<file path="config.mk">
export PLATFORM = sky130hd
export DESIGN_NAME = updn_mod_counter
export DESIGN_NICKNAME = d
export VERILOG_FILES = /design/src/rtl/updn_mod_counter.sv
export SDC_FILE = /design/constraint.sdc
export NUM_CORES = 1
export LEC_CHECK = 0
export CORE_MARGIN = 2
export CORE_UTILIZATION = 52
export DETAILED_ROUTE_END_ITERATION = 8
export PLACE_DENSITY = 0.8
export SYNTH_ARGS = -nofsm -noshare
export SYNTH_HDL_FRONTEND = slang
export SYNTH_SLANG_ARGS = --single-unit
</file>
<file path="constraint.sdc">
create_clock -name clk -period 4.7 [get_ports clk]
set_clock_uncertainty 0.1 [all_clocks]
set_input_delay 0.94 -clock clk [delete_from_list [all_inputs] [get_ports clk]]
set_output_delay 0.94 -clock clk [all_outputs]
set_load 0.01 [all_outputs]
</file>
<file path="src/rtl/updn_mod_counter.sv">
// Up/down counter over 0..max with parallel load, terminal-count strobe and a sticky ovf flag (macro UPDN_CNT_SAT_EN: saturate instead of wrap).
// Latency: q/ovf register on the edge after en/load is sampled; tc is combinational from registered q and current inputs.
// Backpressure: none; en qualifies each edge, load overrides en, rst overrides everything asynchronously.
module updn_mod_counter #(
    parameter int               WIDTH   = 4,
    parameter logic [WIDTH-1:0] RST_VAL = '0
) (
    input  logic             clk,
    input  logic             rst,
    input  logic             en,
    input  logic             load,
    input  logic             mode,
    input  logic [WIDTH-1:0] in,
    input  logic [WIDTH-1:0] max,
    output logic [WIDTH-1:0] q,
    output logic             tc,
    output logic             ovf
);

    logic             up_bnd;
    logic             dn_bnd;
    logic [WIDTH-1:0] q_nxt;
    logic             ovf_nxt;

    // q can sit above max after max is lowered; counting up from there is a boundary
    assign up_bnd = ~mode & (q >= max);
    assign dn_bnd = mode & (q == '0);
    assign tc     = ~rst & en & ~load & (up_bnd | dn_bnd);

    always_comb begin
        q_nxt   = q;
        ovf_nxt = ovf;
        if (load) begin
            q_nxt   = (in > max) ? max : in;
            ovf_nxt = 1'b0;
        end else if (en) begin
            if (up_bnd | dn_bnd) begin
                ovf_nxt = 1'b1;
`ifdef UPDN_CNT_SAT_EN
                q_nxt   = mode ? '0 : max;
`else
                q_nxt   = mode ? max : '0;
`endif
            end else if (mode) begin
                q_nxt = (q > max) ? max : (q - WIDTH'(1));
            end else begin
                // q < max here, so the increment cannot leave the 0..max range
                q_nxt = q + WIDTH'(1);
            end
        end
    end

    always_ff @(posedge clk or posedge rst) begin
        if (rst) begin
            q   <= RST_VAL;
            ovf <= 1'b0;
        end else begin
            q   <= q_nxt;
            ovf <= ovf_nxt;
        end
    end

endmodule

</file>
==> flow_summary.yaml <==
run_status:
  outcome: "complete, no violations"
logic_synthesis:
  synth_flop_cell: "sky130_fd_sc_hd__dfrtp_1"
  netlist.area_leader.share: 0.1746
  synth_nets: 119
  synth_top_cell_by_area: "sky130_fd_sc_hd__ha_1"
  postSynthAreaPerCell_sq_um: 8.297
  ys_types: 37
  postSynth.asyncResetShare: 1.000
  synth-seq-cells: 5
  synthesis.area_sq_um: 788.3
  synth-seq-area-share: 0.1587
  syn-instance-count: 95
  synthesis.yosys.warnings: 0
  number_of_synthesized_flops_with_an_enable_pin: 0
  netlist_top_cells_area: "sky130_fd_sc_hd__ha_1, sky130_fd_sc_hd__dfrtp_1, sky130_fd_sc_hd__mux2i_1"
placement:
  place.gp.congestion: 0.9179
  place.detailed.hpwl_um: 1528
  place.port_buffers: 18
  dpl.cell_count: 126
power:
  p_clk_frac: 0.178
  power.leakage_nw: 0.4258
  power.switching_fraction: 0.4236
  comb_power_share: 0.555
  share_seq_of_total_power: 0.267
  power-per-cell-area_nw_per_um2: 283.7
  net-switching-power_uw: 118.2
  irDropWorstVdd_uv: 127.4
  intPower_uw: 160.8
floorplan:
  initial_utilization: 0.5422
  placeableCoreArea_sq_um: 1454
  die_w_um: 42.94
  overall_die_area_sq_um: 1843
  chipHeight_um: 42.94
  floorplan.io_pins: 19
  core.rowCount: 14
cts:
  cts.path.max_buffers: 2
  cts_sinks: 5
  tritoncts: "built"
  worst_setup_hold_path_clk_slew_ps: 40
  ctsHoldBuffers: 0
  ctsResizeCount: 0
  clk_latency_ps: 240
  post_cts_buffers: 0
  h-tree-depth: 1
  cts_root_buf: "sky130_fd_sc_hd__clkbuf_4"
  cts-buffers-inserted: 3
sta:
  timing.max_slew.rel_slack: 0.6459
  grt_setup_unrepaired: "false"
  final_period_minus_worst_setup_slack_ps: 4188
  worst-slew-pin-transition_ps: 529.5
  timing.final.max_slew_violations: 0
  setup_viol_count_final: 0
  finalSetupTns_ps: 0
  max_freq_mhz: 238.8
  timing_hold_violations_final: 0
  finalCritPeriodShare: 0.8910
critical_path:
  timing.critical_path.cells: "clkdlybuf4s50_1 > inv_1 > ha_1 > nor2b_1 > o211ai_2 > nand3_1 > o21ai_1 > nor3_1 > clkdlybuf4s50_1"
  timing.critical_path.slowest_cell_delay_ps: 500
  crit_cells: 9
  timing.critical_path.max_delay_family: "buffers and inverters"
  cp_num_buf_inv: 3
  critical_path_required_ps: 3660
  worst-setup-path-type: "primary input to output port"
  worst_setup_path_end_kind: "output port"
  cp_max_fo: 6
  worst_reg2reg_path_startpoint: "q[3]"
  worstPathArrival_ps: 3150
  critical-path-top-cell-by-count: "sky130_fd_sc_hd__clkdlybuf4s50_1"
  r2r_slack_ps: 2370
  crit-reg2reg-capture: "q[0]"
  worst_path_max_delay_cell: "sky130_fd_sc_hd__clkdlybuf4s50_1"
  startpoint_type: "primary input"
  worst-r2r-cell-count: 5
finish:
  final.fill_count: 133
  final_cells: 130
  insertedDiodeCount: 0
  multiInputGateArea_sq_um: 594.3
  drive_above_1_share: 0.06140
  finalNetCount: 139
  area_grow_syn2layout_pct: 24.76
  seqCellArea_sq_um: 125.1
drt:
  initial_drc_count: 22
  drt-pass1-iter-count: 4
  finalWirelength_um: 1904
  remaining_drc_errors: 0
  via_count_normalized_by_instance_count: 6.169
  post_drt_wl_per_cell_um: 14.65
  antenna_violating_nets_post_route: 0
  routed_vias: 802
min_path:
  worstHoldPathCells: 2
  worst_hold_path_type: "flip-flop to flip-flop"
  hp-start: "ovf"
  min_delay_worst_endpoint: "ovf"
grt:
  gr-total-overflow: 0
  global_route_wire_length_before_repair_um: 3360
  number_of_global_route_vias_before_repair: 766
  globalRouteTotalUtil: 0.2350
  grt_antenna_before_repair: 0
  grt_start_max_net_pins: 18
run:
  max_cap_violations: 0
==> cell usage in the layout (no fill, tap or decap), drive strengths merged, types with 2 or more instances in the layout <==
cell,instances
inv,10
a221oi,2
nand2,5
o211ai,5
or2b,2
nor3,5
o2bb2ai,2
a211oi,2
o21ai,5
and4,2
clkdlybuf4s50,18
o311a,2
clkbuf,4
dfrtp,5
a21oi,8
nand2b,4
ha,11
nand3,3
mux2i,4
nor2b,3
==> power by group through the flow <==
stage / Sequential, mW / Clock, mW / Combinational (mW)
after floorplan: 0.0691 / 0 / 0.107
after global placement: 0.0733 / 0 / 0.150
after detailed placement: 0.0747 / 0 / 0.153
after CTS: 0.0741 / 0.0500 / 0.154
after global routing: 0.0766 / 0.0535 / 0.174
final: 0.0746 / 0.0497 / 0.155
==> per-layer routing <==
metal / vias to the layer above / track usage / routed length [um]
met3: 4 / 0.02979 / 63
met5: - / 0 / 0
met2: 17 / 0.3970 / 878
met4: 0 / 0.07879 / 22
met1: 382 / 0.3059 / 940
li1: 399 / - / -
==> flip-flops by register name, summed over array words and instances, names as in the netlist <==
| name | cells |
|---|---|
| q | 4 |
| ovf | 1 |
==> area by class of cell <==
| type | count | area share |
|---|---|---|
| repair buffers | 18 | 0.1832 |
| well taps | 16 | 0.02036 |
| clock buffers | 4 | 0.02672 |
| inverters | 10 | 0.03817 |
| flip-flops and latches | 5 | 0.1272 |
| multi-input cells | 77 | 0.6043 |
==> kinds of logic after synthesis <==
logic type	share of synthesized area
adders and majority gates	0.1746
AOI/OAI and AO/OA	0.2762
and+or+nand+nor	0.2524
muxes	0.05080
buffers and inverters	0.08731
DFF	0.1587
==> worst max-delay path by stage <==
| stage | from | slack, ps | endpoint |
|---|---|---|---|
| final | max[1] | 510 | tc |
| after detailed placement | max[1] | 530 | tc |
| after global routing | max[1] | 360 | tc |
| after CTS | max[1] | 520 | tc |
| after global placement | max[1] | 570 | tc |
| after floorplan | max[1] | 1640 | tc |
==> stage by stage <==
stage	hold WS, ps	utilization	total power [mW]	setup slack (ps)	area, sq um
finish	429.1	0.6764	0.2790	512.2	983.4
global route	465.1	0.6764	0.3037	364.4	983.4
CTS	433.4	0.6764	0.2782	524.6	983.4
detailed placement	426.5	0.6583	0.2279	533.1	957.2
global placement	417.9	0.6583	0.2236	574.2	957.2
floorplan	457.8	-	0.1759	1637	788.3
==> worst register-to-register path, cell delays in order, from the launching register on <==
cell and delay [ps]:
sky130_fd_sc_hd__dfrtp_1 540, sky130_fd_sc_hd__ha_1 340, sky130_fd_sc_hd__a21oi_1 360, sky130_fd_sc_hd__a21oi_1 220, sky130_fd_sc_hd__o311a_1 370, sky130_fd_sc_hd__a211oi_1 300
==> synthesized netlist by cell type (2+ instances only) <==
| master | instances |
|---|---|
| sky130_fd_sc_hd__a21oi_1 | 7 |
| sky130_fd_sc_hd__o311a_1 | 2 |
| sky130_fd_sc_hd__and4_1 | 2 |
| sky130_fd_sc_hd__nor3_1 | 5 |
| sky130_fd_sc_hd__o211ai_1 | 4 |
| sky130_fd_sc_hd__dfrtp_1 | 5 |
| sky130_fd_sc_hd__nand3_1 | 3 |
| sky130_fd_sc_hd__a211oi_1 | 2 |
| sky130_fd_sc_hd__mux2i_1 | 4 |
| sky130_fd_sc_hd__nand2b_1 | 4 |
| sky130_fd_sc_hd__o2bb2ai_1 | 2 |
| sky130_fd_sc_hd__inv_1 | 10 |
| sky130_fd_sc_hd__or2b_1 | 2 |
| sky130_fd_sc_hd__nor2b_1 | 3 |
| sky130_fd_sc_hd__o21ai_1 | 2 |
| sky130_fd_sc_hd__ha_1 | 11 |
| sky130_fd_sc_hd__o21ai_0 | 3 |
| sky130_fd_sc_hd__nand2_1 | 5 |
Power figures use the tool's default switching activity.
